File: src/rtl/riscv_pkg.sv
// Shared RV32I pipeline definitions.
// Holds the data width and the hazard-controller state encoding.
package riscv_pkg;

    localparam int XLEN = 32;

    localparam logic [1:0] ST_RUN      = 2'd0;
    localparam logic [1:0] ST_DRAIN    = 2'd1;
    localparam logic [1:0] ST_REDIRECT = 2'd2;

    typedef enum logic [1:0] {
        S_RUN      = ST_RUN,
        S_DRAIN    = ST_DRAIN,
        S_REDIRECT = ST_REDIRECT
    } state_e;

endpackage

File: src/rtl/sat_counter.sv
// Saturating up-counter used for the pipeline performance counters.
// The counter stops at all-ones and never wraps.
module sat_counter #(
    parameter int W = 16
) (
    input  logic         clk,
    input  logic         rst,
    input  logic         inc,
    output logic [W-1:0] q
);

    always_ff @(posedge clk or posedge rst) begin
        if (rst) begin
            q <= '0;
        end else if (inc && (q != '1)) begin
            q <= q + W'(1);
        end
    end

endmodule

File: src/rtl/pipe_hazard_ctrl.sv
// Stall / flush / redirect controller for the 5-stage RV32I pipeline.
// Resolves load-use, taken branches, memory waits and ecall trap sequencing.
module pipe_hazard_ctrl
    import riscv_pkg::*;
#(
    parameter int XLEN         = riscv_pkg::XLEN,
    parameter int DRAIN_CYCLES = 3,
    parameter int CNT_W        = 16
) (
    input  logic             clk,
    input  logic             rst,
    input  logic             id_valid,
    input  logic [4:0]       id_rs1,
    input  logic [4:0]       id_rs2,
    input  logic             id_use_rs1,
    input  logic             id_use_rs2,
    input  logic             id_ecall,
    input  logic             ex_valid,
    input  logic [4:0]       ex_rd,
    input  logic             ex_mem_re,
    input  logic             ex_br_taken,
    input  logic [XLEN-1:0]  ex_br_target,
    input  logic [XLEN-1:0]  csr_mtvec,
    input  logic             mem_busy,
    output logic             pc_stall,
    output logic             if_id_stall,
    output logic             if_id_flush,
    output logic             id_ex_bubble,
    output logic             pipe_freeze,
    output logic             redirect_valid,
    output logic [XLEN-1:0]  redirect_pc,
    output logic             trap_busy,
    output logic [CNT_W-1:0] stall_cnt,
    output logic [CNT_W-1:0] flush_cnt
);

    state_e     state;
    logic [3:0] drain_cnt;

    logic br_taken;
    logic ecall;
    logic rs1_hit;
    logic rs2_hit;
    logic load_use;
    logic unused_mtvec_lsb;

    assign br_taken = ex_valid & ex_br_taken;
    assign ecall    = id_valid & id_ecall;
    assign rs1_hit  = id_use_rs1 & (id_rs1 == ex_rd);
    assign rs2_hit  = id_use_rs2 & (id_rs2 == ex_rd);
    assign load_use = id_valid & ex_valid & ex_mem_re
                    & (ex_rd != 5'd0) & (rs1_hit | rs2_hit);

    assign unused_mtvec_lsb = ^csr_mtvec[1:0];

    // Async reset clears state at once, so trap_busy drops with rst.
    assign trap_busy = (state != S_RUN);

    always_comb begin
        pc_stall       = 1'b0;
        if_id_stall    = 1'b0;
        if_id_flush    = 1'b0;
        id_ex_bubble   = 1'b0;
        pipe_freeze    = 1'b0;
        redirect_valid = 1'b0;
        redirect_pc    = '0;
        if (rst) begin
            pc_stall = 1'b0;
        end else if (mem_busy) begin
            pipe_freeze = 1'b1;
            pc_stall    = 1'b1;
            if_id_stall = 1'b1;
        end else begin
            case (state)
                S_RUN: begin
                    if (br_taken) begin
                        redirect_valid = 1'b1;
                        redirect_pc    = ex_br_target;
                        if_id_flush    = 1'b1;
                        id_ex_bubble   = 1'b1;
                    end else if (ecall) begin
                        pc_stall    = 1'b1;
                        if_id_flush = 1'b1;
                    end else if (load_use) begin
                        pc_stall     = 1'b1;
                        if_id_stall  = 1'b1;
                        id_ex_bubble = 1'b1;
                    end
                end
                S_DRAIN: begin
                    pc_stall     = 1'b1;
                    if_id_stall  = 1'b1;
                    id_ex_bubble = 1'b1;
                end
                S_REDIRECT: begin
                    redirect_valid = 1'b1;
                    redirect_pc    = {csr_mtvec[XLEN-1:2], 2'b00};
                    if_id_flush    = 1'b1;
                    id_ex_bubble   = 1'b1;
                end
                default: begin
                    pc_stall = 1'b0;
                end
            endcase
        end
    end

    always_ff @(posedge clk or posedge rst) begin
        if (rst) begin
            state     <= S_RUN;
            drain_cnt <= 4'd0;
        end else if (!mem_busy) begin
            case (state)
                S_RUN: begin
                    if (!br_taken && ecall) begin
                        state     <= S_DRAIN;
                        drain_cnt <= 4'(DRAIN_CYCLES);
                    end
                end
                S_DRAIN: begin
                    drain_cnt <= drain_cnt - 4'd1;
                    if (drain_cnt == 4'd1) begin
                        state <= S_REDIRECT;
                    end
                end
                S_REDIRECT: begin
                    state <= S_RUN;
                end
                default: begin
                    state <= S_RUN;
                end
            endcase
        end
    end

    sat_counter #(.W(CNT_W)) u_stall_cnt (
        .clk (clk),
        .rst (rst),
        .inc (pc_stall),
        .q   (stall_cnt)
    );

    sat_counter #(.W(CNT_W)) u_flush_cnt (
        .clk (clk),
        .rst (rst),
        .inc (if_id_flush),
        .q   (flush_cnt)
    );

endmodule

File: config.mk
export PLATFORM = sky130hd
export DESIGN_NAME = pipe_hazard_ctrl
export DESIGN_NICKNAME = d
export VERILOG_FILES = /design/src/rtl/riscv_pkg.sv /design/src/rtl/sat_counter.sv /design/src/rtl/pipe_hazard_ctrl.sv
export SDC_FILE = /design/constraint.sdc
export NUM_CORES = 1
export LEC_CHECK = 0
export CAP_MARGIN = 30
export CORE_UTILIZATION = 28
export CTS_BUF_LIST = sky130_fd_sc_hd__clkbuf_4 sky130_fd_sc_hd__clkbuf_8
export DETAILED_ROUTE_END_ITERATION = 6
export GPL_TIMING_DRIVEN = 0
export SLEW_MARGIN = 15
export SYNTH_ARGS = -nofsm -noshare
export SYNTH_HDL_FRONTEND = slang
export SYNTH_HIERARCHICAL = 1
export SYNTH_SLANG_ARGS = --single-unit
File: constraint.sdc
create_clock -name clk -period 5 [get_ports clk]
set_input_delay 1.25 -clock clk [delete_from_list [all_inputs] [get_ports clk]]
set_output_delay 1.25 -clock clk [all_outputs]
set_load 0.03 [all_outputs]
==> summary.txt, run 1 <==
Logic synthesis
  – Area contributors post-synth: dfrtp_1, a22oi_1, xnor2_1
  – Syn. warnings: 6
  – Main flop type after synthesis: dfrtp_1
  – Count of different cell masters after synthesis: 44
  – Mapped Nets: 388
  – Synthesized area: 2660 um2
  – Mapped Avg Cell Area: 9.141 um2
  – Yosys reg bits: 38
  – Sequential area share after synthesis: 0.3575
  – Post-synth top area cell: dfrtp_1
  – Asr flop ratio synth: 1.000
  – Post-synth EDFFs: 0
  – Cells after synthesis: 291
  – Share of the synthesized area in the top cell type: 0.3575

Timing
  – Final Max Slew Viols: 0
  – Clk_skew: 6.390 ps
  – Final setup viols: 0
  – Fin. Hold Viols: 0
  – Worst slew margin: 0.5867
  – Final hold slack: 517.1 ps
  – Min Clock Period, post-route: 4813 ps
  – Unrepaired setup endpoints after global routing: false
  – Slew @ Worst Pin: 619.2 ps
  – Fmax: 207.8 MHz
  – Fin crit share: 0.9625

CTS
  – Root Driver: clkbuf_8
  – Post-CTS Hold Fix Bufs: 0
  – Num CTS Buffers: 5
  – Longest Clk Path Bufs: 2
  – TritonCTS clock tree: done
  – Sink Count: 38
  – H-tree Lvls: 2
  – Worst-path clk slew: 80 ps
  – Clock Latency Late Sink: 290 ps

Die
  – Die Y: 99.47 um
  – Starting Density: 0.2879
  – Die ar.: 9894 um2
  – Core area: 9240 um2
  – Die W: 99.47 um
  – Row cnt: 35
  – Num ports: 160

Critical path
  – Reg2reg start: state[0]
  – Top delay family on crit path: buffers and inverters
  – Crit-path cells: clkdlybuf4s50_1 > xor2_1 > nor4_1 > a32oi_1 > o21ai_2 > clkdlybuf4s50_1
  – Reg2Reg Depth: 10
  – Crit path largest cell delay: 750 ps
  – Worst r2r dst: u_flush_cnt/q[14]
  – Reg-to-reg slack, setup: 2300 ps
  – WS Path Type: in2out
  – Worst Path Max Fanout: 7
  – Worst path arrival time: 3560 ps
  – Slowest CP cell: clkdlybuf4s50_1
  – Worst EP required: 3750 ps
  – Crit end category: output pin
  – Most common cell on crit path: clkdlybuf4s50_1
  – Startpoint Class: input pin
  – Buf/Inv on CP: 2

Power and ir drop
  – Net load switching power: 0.5792 mW
  – Switching share of power: 0.4174
  – Internal power: 0.8084 mW
  – Maximum vdd drop: 0.2732 mV
  – Total power: 1.388 mW
  – Portion of total power attributed to combinational logic: 0.510
  – Clk pwr share: 0.160
  – Pwr/cell area: 308.7 nW/um2
  – Leakage: 1.770 nW
  – Sequential share of power: 0.331

Detailed routing
  – Post-detailed-route DRC marker count: 0
  – Drt wl/cell: 14.87 um
  – Final wirelength: 8697 um
  – First-pass iteration count of the detailed router: 4
  – Final antenna-violating net count: 0
  – Via count: 2841
  – Initial DRC Count: 72
  – Vias/cell: 4.856

Worst hold path
  – Worst hold path depth: 1
  – Hold Crit Class: reg2reg
  – Hold Crit Start: u_flush_cnt/q[15]
  – Hold path endpoint: u_flush_cnt/q[15]

Global routing
  – Global-route wire length before repair: 13790 um
  – Initial antenna violation count: 0
  – Vias in the first global route: 2821
  – GRT Overall Usage: 0.1727
  – Overflow after GRT: 0
  – Pin count of the biggest net entering global routing: 17

Cells and area
  – Commonest non-fill, non-tap cell in the layout: clkdlybuf4s50_1
  – Layout area overhead: 68.96%
  – Layout cells sized above 1: 0.07237
  – ANT cells: 0
  – Fin nets: 552
  – Most frequent cells in the layout: clkdlybuf4s50_1, nor2_1, dfrtp_1
  – Core Util, Final: 0.4864

Flow run
  – Max-cap violation count: 0

Placed design
  – Hpwl dp: 6871 um
  – Input/output buffers: 157
  – Final GP Congestion: 0.7524

Run status
  – Status: finished clean
[stage by stage]
| step | area (um2) | setup slack (ps) | TNS (ps) | cells |
|---|---|---|---|---|
| finish | 4494 | 187.3 | 0 | 585 |
| CTS | 4488 | 21.02 | 0 | 585 |
| detailed placement | 4393 | -230.4 | -230.4 | 577 |
| global route | 4494 | 29.42 | 0 | 585 |
| floorplan | 2660 | 944.0 | 0 | 291 |
| global placement | 4393 | -227.0 | -227.0 | 577 |
[logic make-up after synthesis]
logic type,Yosys count,synth area share
simple gates,131,0.2869
mux,8,0.03198
flops,38,0.3575
fa+ha+maj,8,0.03763
buf+inv,19,0.02822
xor+xnor,32,0.1054
compound gates,55,0.1524
[power groups by stage]
stage	Sequential, mW	Combinational, mW	Clock [mW]
finish	0.459	0.707	0.222
global route	0.472	0.770	0.247
CTS	0.459	0.715	0.231
detailed placement	0.465	0.710	0
global placement	0.462	0.700	0
floorplan	0.525	0.353	0
[cells in the mapped netlist, types with 3 or more instances]
| library cell | instances |
|---|---|
| nor3_1 | 4 |
| xor2_1 | 8 |
| and3_2 | 3 |
| mux2_2 | 4 |
| clkbuf_1 | 8 |
| nand2_2 | 3 |
| nand3_1 | 16 |
| a21oi_1 | 5 |
| inv_1 | 8 |
| xnor2_1 | 24 |
| o31ai_1 | 3 |
| nand4_1 | 11 |
| nand2b_1 | 4 |
| buf_2 | 3 |
| nand2_1 | 14 |
| o21ai_0 | 4 |
| nor2_1 | 42 |
| and4_1 | 6 |
| and3_1 | 10 |
| o21a_1 | 3 |
| mux2i_1 | 4 |
| ha_1 | 8 |
| a22oi_1 | 31 |
| dfrtp_1 | 38 |
[area by class of cell]
cell class,count,area (um2)
Fill cell,895,4746
Sequential cell,38,950.9
Inverter,8,30.03
Tap cell,129,161.4
Buffer,11,45.04
Timing Repair Buffer,157,1574
Clock inverter,2,12.51
Clock buffer,6,82.58
Multi-Input combinational cell,234,1638
[worst reg2reg max path, cell delays in order, from the launching register on]
cell      delay [ps]
dfrtp_1          400
inv_1            110
ha_1             300
and3_2           210
clkbuf_1         230
o21a_1           170
a41o_1           250
and4_1           310
nand3_1          130
nor2_1           150
mux2_2           340
[registers in the layout (all words and copies together), names as in the netlist]
register,cells
state,2
drain_cnt,4
u_stall_cnt/q,16
u_flush_cnt/q,16
[per-layer routing]
| layer | vias to the layer above | wire length (um) | global-route usage |
|---|---|---|---|
| met2 | 108 | 4351 | 0.3232 |
| met3 | 2 | 741 | 0.05200 |
| met4 | 0 | 17 | 0.03167 |
| met5 | - | 0 | 0 |
| met1 | 1337 | 3586 | 0.1940 |
| li1 | 1394 | - | - |
[worst max path at each step]
stage                     startpoint  slack [ps]              end  cells past startpoint
final                       ex_rd[3]         190         pc_stall                      6
after global routing             rst          30  redirect_pc[28]                      6
after CTS                   ex_rd[3]          20         pc_stall                      6
after floorplan             ex_rd[3]         940         pc_stall                      4
after global placement      ex_rd[2]        -230         pc_stall                      6
after detailed placement    ex_rd[3]        -230         pc_stall                      6
[what timing repair did]
| item | 4_1_cts | 5_1_grt |
|---|---|---|
| setup endpoints to repair | 1 | 2 |
| buffers inserted | 0 | 0 |
| resized for setup | 1 | 2 |
Note: power is estimated with default switching activity, not from simulation.
==> inputs of run 2 (changes only) <==
- SETUP_SLACK_MARGIN: default -> 0.1
- SKIP_LAST_GASP: default -> 1
==> run 2 against run 1 <==
Sequential power barely moved; clock skew barely moved; final area rose by 0.11%; highest routed layer unchanged.
==> summary.txt, run 2 (synthesis gave the netlist of run 1 again) <==
Timing
  – Unrepaired setup endpoints after global routing: false
  – Fmax: 215.8 MHz (+3.8%)
  – Final setup viols: 0 (unchanged)
  – Clk_skew: 6.379 ps (-0.01083 ps)
  – Worst slew margin: 0.5868 (about the same)
  – Final Max Slew Viols: 0 (unchanged)
  – Slew @ Worst Pin: 619.2 ps (-0.06229 ps)
  – Fin crit share: 0.9270 (-0.03559)
  – Fin. Hold Viols: 0 (unchanged)
  – Min Clock Period, post-route: 4635 ps (-177.9 ps)
  – TNS Setup: 0 ps (unchanged)
  – Final hold slack: 517.1 ps (unchanged)

Critical path
  – End point of the critical path: redirect_pc[25]
  – Reg-to-reg slack, setup: 2300 ps (about the same)
  – Worst path arrival time: 3380 ps (-180 ps)
  – Crit end category: output pin
  – Startpoint Class: input pin
  – Worst Path Max Fanout: 10 (+3)
  – Reg2Reg Depth: 10 (unchanged)
  – WS Path Type: in2out
  – Worst EP required: 3750 ps (about the same)
  – Reg2reg start: state[0]
  – Critical Path Start: rst
  – Worst r2r dst: u_flush_cnt/q[14]

Placed design
  – Input/output buffers: 157 (unchanged)
  – # placed instances: 577 (unchanged)
  – Hpwl dp: 6871 um (unchanged)
  – Final GP Congestion: 0.7524 (unchanged)

Die
  – Core area: 9240 um2 (unchanged)
  – Num ports: 160 (unchanged)
  – Die W: 99.47 um (unchanged)
  – Starting Density: 0.2879 (unchanged)
  – Die Y: 99.47 um (unchanged)
  – Die ar.: 9894 um2 (unchanged)
  – Row cnt: 35 (unchanged)

Detailed routing
  – Drt wl/cell: 14.87 um (unchanged)
  – Initial DRC Count: 71 (-1.4%)
  – First-pass iteration count of the detailed router: 4 (unchanged)
  – Vias/cell: 4.863 (+0.14%)
  – Final antenna-violating net count: 0 (unchanged)
  – Final wirelength: 8697 um (unchanged)
  – Via count: 2845 (+0.14%)
  – Post-detailed-route DRC marker count: 0 (unchanged)

CTS
  – Setup Fix Bufs, Post-CTS: 0 (unchanged)
  – TritonCTS clock tree: done
  – Sink Count: 38 (unchanged)
  – Longest Clk Path Bufs: 2 (unchanged)
  – H-tree Lvls: 2 (unchanged)
  – Num CTS Buffers: 5 (unchanged)
  – Root Driver: clkbuf_8
  – Worst-path clk slew: 80 ps (about the same)
  – Post-CTS Hold Fix Bufs: 0 (unchanged)
  – Clock Latency Late Sink: 290 ps (about the same)

Cells and area
  – Layout area overhead: 69.14%
  – FF/Latch Area: 950.9 um2 (unchanged)
  – Non-filler cells in the finished layout: 585 (unchanged)
  – Fin nets: 552 (unchanged)
  – Layout fillers: 894 (-0.11%)
  – Layout cells sized above 1: 0.07456 (+0.002193)
  – Regs by FF count: u_flush_cnt/q: 16 flops, u_stall_cnt/q: 16 flops, drain_cnt: 4 flops
  – Most frequent cells in the layout: clkdlybuf4s50_1, nor2_1, dfrtp_1
  – Commonest non-fill, non-tap cell in the layout: clkdlybuf4s50_1
  – ANT cells: 0 (unchanged)
  – Core Util, Final: 0.4869 (+0.0005420)
  – Multi-input combinational cell area: 1640 um2 (+0.15%)

Global routing
  – Pin count of the biggest net entering global routing: 17 (unchanged)
  – Global-route wire length before repair: 13790 um (unchanged)
  – Initial antenna violation count: 0 (unchanged)
  – Vias in the first global route: 2821 (unchanged)
  – GRT Overall Usage: 0.1727 (unchanged)
  – Overflow after GRT: 0 (unchanged)

Flow run
  – Max-cap violation count: 0 (unchanged)

Power and ir drop
  – Pwr/cell area: 308.4 nW/um2 (-0.13%)
  – Maximum vdd drop: 0.2720 mV (-0.45%)
  – Leakage: 1.781 nW (+0.64%)

Run status
  – Status: finished clean

Worst hold path
  – Hold Crit Class: reg2reg
## run 2: changes by cell type in the layout (fill, tap and decap cells not counted)
cell             delta
clkdlybuf4s50_1     -1
nor2_1              -1
dlymetal6s2s_1      +1
nor2_2              +1
## run 2: per-stage QoR
| step | total power [mW] | setup slack, ps | area, um2 |
|---|---|---|---|
| after floorplan | 0.8785 | 944.0 | 2660 |
| after detailed placement | 1.175 | -230.4 | 4393 |
| final | 1.387 | 365.2 | 4499 |
| after global routing | 1.489 | 138.0 | 4499 |
| after global placement | 1.162 | -227.0 | 4393 |
| after CTS | 1.407 | 172.0 | 4492 |
## run 2: how the worst min path moves through the flow
stage                           start                 to  slack, ps  depth (start not counted)
CTS                 u_flush_cnt/q[10]  u_flush_cnt/q[10]        520                          1
finish              u_flush_cnt/q[15]  u_flush_cnt/q[15]        520                          1
detailed placement  u_flush_cnt/q[10]  u_flush_cnt/q[10]        500                          1
global placement    u_stall_cnt/q[15]  u_stall_cnt/q[15]        500                          1
floorplan                drain_cnt[0]       drain_cnt[0]        510                          1
global route        u_flush_cnt/q[15]  u_flush_cnt/q[15]        540                          1
## run 2: final cells by class
type	instances	share of cell area
Buffer	11	0.01001
Clock buffer	6	0.01835
Clock inverter	2	0.002781
Inverter	8	0.006674
Multi-Input combinational cell	234	0.3646
Sequential cell	38	0.2113
Tap cell	129	0.03587
Timing Repair Buffer	157	0.3504
## run 2: power by group
part           leakage, nW  switching (mW)  internal, mW
Combinational         1.24           0.381         0.326
Sequential           0.498          0.0873         0.371
Clock               0.0472           0.111         0.111
## run 2: what timing repair did
action	CTS	global route
setup endpoints to repair	1	24
resized for setup	2	3
pin swaps	0	0
## run 2: worst max-delay path, cell delays in order
cell and delay, ps:
clkdlybuf4s50_1 570, nor2_2 230, o21ai_0 190, clkbuf_1 260, nor2_1 190, clkdlybuf4s50_1 690
## run 2: metal layers
layer / routed length, um / GRT usage / up-vias
met1: 3585 / 0.1940 / 1339
met2: 4351 / 0.3232 / 110
met3: 744 / 0.05200 / 2
met5: 0 / 0 / -
met4: 17 / 0.03167 / 0
li1: - / - / 1394
==> inputs of run 3 (changes only) <==
- CORE_ASPECT_RATIO: default -> 2
==> run 3 against run 2 <==
The flow now finishes with violations (design-rule violations); critical path type unchanged; fmax is 1.8% lower; first-iteration DRC count is 34% higher; worst hold slack lost 6.3 ps; register-to-register slack lost 140 ps; highest routed layer unchanged; sequential power about the same.
==> summary.txt, run 3 (synthesis gave the netlist of run 1 again) <==
Run status
  – Status: finished, violations left
  – Failing checks: design-rule violations

Placed design
  – Placement Cell Area: 4362 um2 (-0.71%)
  – Hpwl dp: 7250 um (+5.5%)
  – Final GP Congestion: 0.7867 (+4.6%)
  – Input/output buffers: 157 (unchanged)

Cells and area
  – Layout fillers: 927 (+3.7%)
  – FF/Latch Area: 950.9 um2 (unchanged)
  – Commonest non-fill, non-tap cell in the layout: clkdlybuf4s50_1
  – Regs by FF count: u_flush_cnt/q: 16 flops, u_stall_cnt/q: 16 flops, drain_cnt: 4 flops
  – Finished Cell Area: 4504 um2 (+0.11%)
  – Layout cells sized above 1: 0.07456 (unchanged)
  – Multi-input combinational cell area: 1640 um2 (unchanged)
  – Layout area overhead: 69.33%
  – ANT cells: 0 (unchanged)
  – Most frequent cells in the layout: clkdlybuf4s50_1, nor2_1, dfrtp_1
  – Fin nets: 552 (unchanged)
  – Core Util, Final: 0.4832 (-0.003712)

Timing
  – Worst slew margin: 0.5769 (-0.009914)
  – Unrepaired setup endpoints after global routing: false
  – Final Max Slew Viols: 0 (unchanged)
  – Min Clock Period, post-route: 4721 ps (+86.65 ps)
  – Clk_skew: 8.093 ps (+1.713 ps)
  – Fmax: 211.8 MHz (-1.8%)
  – Fin crit share: 0.9443 (+0.01733)
  – Slew @ Worst Pin: 634.0 ps (+14.85 ps)
  – Fin. Hold Viols: 0 (unchanged)
  – Final setup viols: 0 (unchanged)
  – TNS Setup: 0 ps (unchanged)

Power and ir drop
  – Maximum vdd drop: 0.3123 mV (+15%)
  – Leakage: 1.774 nW (-0.37%)
  – Pwr/cell area: 329.5 nW/um2 (+6.8%)

Detailed routing
  – Post-detailed-route DRC marker count: 46 (+46)
  – Vias/cell: 5.195 (+6.8%)
  – Initial DRC Count: 95 (+34%)
  – Via count: 2909 (+2.2%)
  – First-pass iteration count of the detailed router: 6 (+2)
  – Final antenna-violating net count: 0 (unchanged)
  – Final wirelength: 9018 um (+3.7%)
  – Drt wl/cell: 16.10 um (+8.3%)

Die
  – Die Y: 139.8 um (+41%)
  – Row cnt: 50 (+43%)
  – Starting Density: 0.2854 (-0.002512)
  – Num ports: 160 (unchanged)
  – Core area: 9321 um2 (+0.88%)
  – Die W: 70.92 um (-29%)
  – Die ar.: 9917 um2 (+0.23%)

CTS
  – Setup Fix Bufs, Post-CTS: 0 (unchanged)
  – Post-CTS Hold Fix Bufs: 0 (unchanged)
  – H-tree Lvls: 2 (unchanged)
  – Longest Clk Path Bufs: 2 (unchanged)
  – Num CTS Buffers: 5 (unchanged)
  – TritonCTS clock tree: done
  – Sink Count: 38 (unchanged)
  – Clock Latency Late Sink: 300 ps (about the same)
  – Worst-path clk slew: 80 ps (about the same)
  – Root Driver: clkbuf_8

Critical path
  – Worst path arrival time: 3470 ps (+90 ps)
  – Worst EP required: 3750 ps (about the same)
  – Worst Path Max Fanout: 10 (unchanged)
  – Startpoint Class: input pin
  – Crit end category: output pin
  – WS Path Type: in2out

Global routing
  – Initial antenna violation count: 0 (unchanged)
  – Vias in the first global route: 3000 (+6.3%)
  – Global-route wire length before repair: 14370 um (+4.2%)
  – GRT Overall Usage: 0.1834 (+0.01063)
  – Pin count of the biggest net entering global routing: 17 (unchanged)
  – Overflow after GRT: 0 (unchanged)

Worst hold path
  – Hold Crit Class: reg2reg

Flow run
  – Max-cap violation count: 0 (unchanged)
[run 3: stage by stage]
step	hold WS [ps]	cells	power [mW]	setup WS, ps
5_1_grt	533.3	560	1.579	132.8
2_1_floorplan	510.8	291	0.8785	944.0
3_3_place_gp	497.4	552	1.164	-300.5
6_report	510.8	560	1.484	278.6
3_5_place_dp	495.6	552	1.173	-293.8
4_1_cts	512.1	560	1.500	119.6
[run 3: layout make-up]
| class | count | share of cell area |
|---|---|---|
| Timing Repair Buffer | 157 | 0.3486 |
| Clock buffer | 5 | 0.01528 |
| Buffer | 11 | 0.01000 |
| Clock inverter | 3 | 0.01528 |
| Multi-Input combinational cell | 234 | 0.3642 |
| Inverter | 8 | 0.006667 |
| Sequential cell | 38 | 0.2111 |
| Tap cell | 104 | 0.02889 |
[run 3: worst paths after layout]
kind                                   startpoint                 to  slack [ps]  cells past startpoint
worst max-delay path                          rst     redirect_pc[8]         280                      6
worst min-delay path            u_stall_cnt/q[15]  u_stall_cnt/q[15]         510                      1
worst max register to register           state[0]  u_stall_cnt/q[14]        2160                     10
worst min register to register  u_stall_cnt/q[15]  u_stall_cnt/q[15]         510                      1
max in group asynchronous                     rst  u_flush_cnt/q[10]        2990                      2
min in group asynchronous                     rst           state[1]        1430                      2
[run 3: routing by layer]
layer | vias to the layer above | share of wire | global-route usage
li1 | 1392 | - | -
met1 | 1378 | 0.33 | 0.1591
met2 | 126 | 0.56 | 0.3745
met3 | 13 | 0.089 | 0.05214
met4 | 0 | 0.019 | 0.06947
met5 | - | 0 | 0
[run 3: repair_timing]
| action | 4_1_cts | 5_1_grt |
|---|---|---|
| cloned | 0 | 0 |
| endpoints found under the setup margin | 1 | 30 |
| resized for setup | 3 | 1 |
| hold endpoints to repair | 0 | 0 |
[run 3: worst max-delay path, stage by stage]
cell and delay, ps:
clkdlybuf4s50_1 580, nor2_2 300, o21ai_0 210, clkbuf_1 270, nor2_1 180, clkdlybuf4s50_1 690
[run 3: power breakdown]
| group | total, mW | internal [mW] | switching (mW) |
|---|---|---|---|
| logic | 0.708 | 0.324 | 0.384 |
| clock network | 0.318 | 0.200 | 0.118 |
| registers | 0.459 | 0.371 | 0.0873 |
| total | 1.48 | 0.895 | 0.589 |
